<file path="config.mk">
export PLATFORM = sky130hd
export DESIGN_NAME = mux8_rr_arbiter
export DESIGN_NICKNAME = d
export VERILOG_FILES = /design/src/rtl/mux8_rr_arbiter.sv
export SDC_FILE = /design/constraint.sdc
export NUM_CORES = 1
export LEC_CHECK = 0
export ABC_AREA = 1
export ABC_CLOCK_PERIOD_IN_PS = 2240
export BUFFER_PORTS_ARGS = -buffer_cell sky130_fd_sc_hd__buf_2
export CORE_UTILIZATION = 57
export DETAILED_ROUTE_END_ITERATION = 10
export GPL_TIMING_DRIVEN = 0
export PLACE_DENSITY = 0.8
export SLEW_MARGIN = 20
export SYNTH_ARGS = -nofsm -noshare
export SYNTH_HDL_FRONTEND = slang
export SYNTH_SLANG_ARGS = --single-unit
</file>
<file path="constraint.sdc">
create_clock -name CLK -period 2.24 [get_ports CLK]
set_input_delay 0 -clock CLK [delete_from_list [all_inputs] [get_ports CLK]]
set_output_delay 0 -clock CLK [all_outputs]
set_load 0.01 [all_outputs]
</file>
<file path="src/rtl/mux8_rr_arbiter.sv">
// Round-robin arbiter owning one 8:1 mux select, with a dead cycle between owners.
// Optional MUX_ARB_HOLD_LIMIT_EN forces release after MAX_HOLD grant cycles.
module mux8_rr_arbiter #(
  parameter int unsigned N_REQ    = 8,
  parameter int unsigned SEL_W    = 3,
  parameter int unsigned MAX_HOLD = 16
) (
  input  logic             CLK,
  input  logic             RST,
  input  logic [N_REQ-1:0] REQ,
  output logic [N_REQ-1:0] GNT,
  output logic [SEL_W-1:0] S,
  output logic             VALID,
  output logic             TIMEOUT
);

  if (N_REQ < 2 || N_REQ > 8 || SEL_W != $clog2(N_REQ) || MAX_HOLD < 1 || MAX_HOLD > 255)
    begin : g_param_check
      $error("mux8_rr_arbiter: illegal parameter combination");
    end

  typedef enum logic {IDLE, GRANT} state_t;

  localparam logic [SEL_W-1:0] LAST   = SEL_W'(N_REQ - 1);
  localparam logic [SEL_W:0]   NREQ_W = (SEL_W + 1)'(N_REQ);

  state_t           state, state_n;
  logic [N_REQ-1:0] gnt_q, gnt_n;
  logic [SEL_W-1:0] sel_q, sel_n;
  logic [SEL_W-1:0] ptr_q, ptr_n;
  logic [N_REQ-1:0] rot;
  logic [SEL_W:0]   sum;
  logic [SEL_W-1:0] pick;
  logic             found;
  logic             tout_n;
`ifdef MUX_ARB_HOLD_LIMIT_EN
  localparam logic [7:0] HOLD_LAST = 8'(MAX_HOLD - 1);
  logic [7:0] cnt_q, cnt_n;
  logic       tout_q;
`endif

  // Rotate REQ so bit 0 is the requester at ptr; first set bit wins.
  always_comb begin
    rot   = N_REQ'({REQ, REQ} >> ptr_q);
    found = 1'b0;
    pick  = '0;
    sum   = '0;
    for (int unsigned i = 0; i < N_REQ; i++) begin
      if (!found && rot[i]) begin
        found = 1'b1;
        sum   = {1'b0, ptr_q} + (SEL_W + 1)'(i);
        if (sum >= NREQ_W) sum = sum - NREQ_W;
        pick  = sum[SEL_W-1:0];
      end
    end
  end

  always_comb begin
    state_n = state;
    gnt_n   = gnt_q;
    sel_n   = sel_q;
    ptr_n   = ptr_q;
    tout_n  = 1'b0;
`ifdef MUX_ARB_HOLD_LIMIT_EN
    cnt_n   = cnt_q;
`endif
    unique case (state)
      IDLE: begin
        if (found) begin
          state_n = GRANT;
          gnt_n   = N_REQ'(1) << pick;
          sel_n   = pick;
`ifdef MUX_ARB_HOLD_LIMIT_EN
          cnt_n   = '0;
`endif
        end
      end
      GRANT: begin
        if (!REQ[sel_q]) begin
          state_n = IDLE;
          gnt_n   = '0;
          ptr_n   = (sel_q == LAST) ? '0 : sel_q + 1'b1;
        end
`ifdef MUX_ARB_HOLD_LIMIT_EN
        else if (cnt_q == HOLD_LAST) begin
          state_n = IDLE;
          gnt_n   = '0;
          ptr_n   = (sel_q == LAST) ? '0 : sel_q + 1'b1;
          tout_n  = 1'b1;
        end else begin
          cnt_n = cnt_q + 8'd1;
        end
`endif
      end
      default: state_n = IDLE;
    endcase
  end

  always_ff @(posedge CLK) begin
    if (RST) begin
      state <= IDLE;
      gnt_q <= '0;
      sel_q <= '0;
      ptr_q <= '0;
`ifdef MUX_ARB_HOLD_LIMIT_EN
      cnt_q  <= '0;
      tout_q <= 1'b0;
`endif
    end else begin
      state <= state_n;
      gnt_q <= gnt_n;
      sel_q <= sel_n;
      ptr_q <= ptr_n;
`ifdef MUX_ARB_HOLD_LIMIT_EN
      cnt_q  <= cnt_n;
      tout_q <= tout_n;
`endif
    end
  end

  assign GNT   = gnt_q;
  assign S     = sel_q;
  assign VALID = (state == GRANT);
`ifdef MUX_ARB_HOLD_LIMIT_EN
  assign TIMEOUT = tout_q;
`else
  assign TIMEOUT = 1'b0;
  logic unused_tout;
  assign unused_tout = tout_n;
`endif

endmodule
</file>
==> key figures <==
GRT
  • Largest net degree at the start of global routing: 11
  • GRT Util Overall: 0.2699
  • Vias in the first global route: 1419
  • Number of antenna violations at the first check in global routing: 0
  • Grt ovf: 0
  • First-pass GRT wire length: 5727 um

CTS
  • CTS Hold Bufs: 0
  • Cts bufs inserted: 3
  • Root Buffer: clkbuf_4
  • TritonCTS clock tree: built
  • Clk buf depth: 2
  • Clk_lat worst skew: 0.28 ns
  • Clock Sinks: 15
  • CTS H-Tree Depth: 1
  • Worst-path clk slew: 0.09 ns

Power
  • Worst VDD drop: 1.436 mV
  • Tot Pwr: 0.003025 W
  • LEAKAGE: 0.9629 nW
  • PD cells: 1606 nW/um^2

Placement
  • Buffers on Ports: 21
  • GPL Wtd Cong: approximately 0.9
  • Hpwl dp: 2797 um
  • Placed insts: a little over 300
  • Cell Area, Placed: approximately 1700 um^2
  • Placement Setup Slack: 0.08440 ns

Floorplan
  • Placeable Area: roughly 2500 um^2
  • Num ports: 23
  • Die height: 53.50 um
  • Initial core utilization: 0.6046
  • Total die area: 2862 um^2
  • Cell Rows: 18
  • Chip width: ~53 um

Setup path
  • Crit path max fanout: 7
  • Crit-path max cell delay: roughly 0.4 ns
  • CP max-delay cell: dfxtp_4
  • CP Class: register to register
  • Worst setup EP type: register
  • Most used cell, CP: nor2_1
  • Critical path's top delay family: simple AND/OR/NAND/NOR gates
  • Startpoint Class: register
  • Req. time, crit path: 2.40 ns
  • Crit path buf inv count: 2
  • Crit-path cells: inv_6 > buf_8 > nand2_4 > nand3_2 > nand3_2 > nand2_2 > nor2_4 > nand4_4 > nor2_4 > nand3_1 > o21ai_2 > nand2_1 > nand2_2 > nor2_1 > nor2_1 > nor2_1
  • CP Data Arrival Time: 2.37 ns

Logic synthesis
  • Most numerous cell in the Yosys netlist: nand2_1
  • Post-synth EDFFs: 0
  • Top post-synthesis cells by area: dfxtp_1, nand2_1, nor2_1
  • Asr flop ratio synth: 0
  • Largest area contributor in the netlist: dfxtp_1
  • Post-synthesis sequential area ratio: 0.1987
  • Mapped Avg Cell Area: 6.022 um^2
  • Ys Warns: 0
  • Post-Syn Area: 1511 um^2
  • Synth Flop Type: dfxtp_1
  • Top post-synthesis cells by count: nand2_1, nor2_1, inv_1
  • Post-Syn Nets: 265
  • Synth Instances: 251
  • Area share of the largest cell type after synthesis: 0.1987
  • Synth cell types: 30
  • Synthesis-stage register bit count: 15

STA
  • Worst Max-Slew Pin Slew: 0.6532 ns
  • Fin Clk Skew: approximately 0.0025 ns
  • Fmax: 452.5 MHz
  • Period utilisation layout: 0.9867
  • RSZ-0062 raised after global routing: yes
  • Max_slew headroom: 0.5639
  • Final Setup Violations: 0
  • Worst setup margin: 0.02983 ns
  • Min Clock Period, post-route: 2.210 ns
  • Final hold vios: 0
  • Slew Viols, Final: 0
  • Post-Route Setup TNS: 0 ns

Finish
  • Ant diodes: 0
  • Area growth from synthesis to layout: 24.59%
  • Layout fillers: between 200 and 250
  • Flip-flop and latch area: 307.8 um^2
  • Multi-input logic area: 1106 um^2
  • Finished Layout Cells: between 300 and 400
  • Post-route cell area: 1883 um^2
  • # nets final: 300
  • Layout cell share with drive strength beyond 1: 0.3509

Route
  • WL final: 3818 um
  • DRC Markers: 0
  • Final ANT Viol Nets: 0
  • Vias per cell: 5.295
  • Wire length per cell: 12.12 um
  • Total vias in the final route: 1668
  • DRT iter0 DRCs: 35
  • Initial DRT Pass Iterations: 4

Outcome
  • Status: complete, no violations

Min path
  • Hold WC Path Type: primary input to register

Job
  • MaxCap Viol Count: 0
==> metal layers <==
layer	track usage	routed length [um]	share of wire
met1	0.3339	1818	0.48
met2	0.5146	1826	0.48
met3	0.008621	101	0.026
met4	0.03947	72	0.019
met5	0	0	0
==> layout make-up <==
class | instances | share of cell area
buffer | 8 | 0.04651
clock buffer | 3 | 0.01196
clock inverter | 1 | 0.002658
inverter | 36 | 0.07442
multi-input combinational | 192 | 0.5874
sequential | 15 | 0.1635
tap | 30 | 0.01993
timing repair buffer | 30 | 0.09369
==> registers in the layout, summed over array words and instances, names as in the netlist <==
register and count:
GNT 8, S 3, ptr_q 3, VALID 1
==> cell usage in the layout, fill, tap and decap left out, drive strengths merged <==
cell	n
inv	36
o22ai	1
clkbuf	4
dfxtp	15
a211oi	2
xor2	2
buf	37
o311ai	1
o211ai	2
nor2	50
nand4	8
a21oi	8
conb	1
nand3b	1
o21a	1
o21ai	8
clkinv	1
nand3	32
xnor2	1
nand2	70
ha	4
==> stage by stage <==
step | hold WS (ns) | utilization
finish | 0.005595 | 0.7533
global route | 0.03619 | 0.7533
CTS | 0.009890 | 0.6727
detailed placement | 0.3085 | 0.6617
global placement | 0.3015 | 0.6617
floorplan | 0.1562 | -
==> worst paths after layout <==
kind	from	endpoint	slack [ns]	cells past startpoint
worst min register to register	GNT[3]	GNT[3]	0.51	2
worst max register to register	ptr_q[0]	GNT[5]	0.03	16
worst max-delay path	ptr_q[0]	GNT[5]	0.03	16
worst min-delay path	RST	S[0]	0.006	4
==> logic make-up (layout without fill, tap and decap cells) <==
kind of cell             count (synthesis)  in the layout  share of synthesized area
buffers and inverters                   44             78                     0.1366
AND/OR/NAND/NOR                        161            161                     0.5166
XOR/XNOR                                 3              3                    0.01739
AO/OA/AOI/OAI                           23             23                    0.09520
other                                    1              1                   0.002481
adder cells (fa/ha/maj)                  4              4                    0.03311
flip-flops                              15             15                     0.1987
==> where the power goes <==
part | internal, W | switching (W)
registers | 0.000375 | 0.0000995
clock network | 0.0000662 | 0.0000879
logic | 0.000898 | 0.00150
==> tightest hold or removal path, cell delays in order <==
cell	delay, ns
buf_2	0.11
a21oi_1	0.04
o21ai_0	0.06
inv_1	0.04
==> what timing repair did <==
item                                   CTS  global route
endpoints found under the hold margin    0             0
setup buffers                            0             9
setup endpoints to repair                0             9
gates resized for setup                  0            40
No activity file was read; power rests on OpenSTA's default activity.
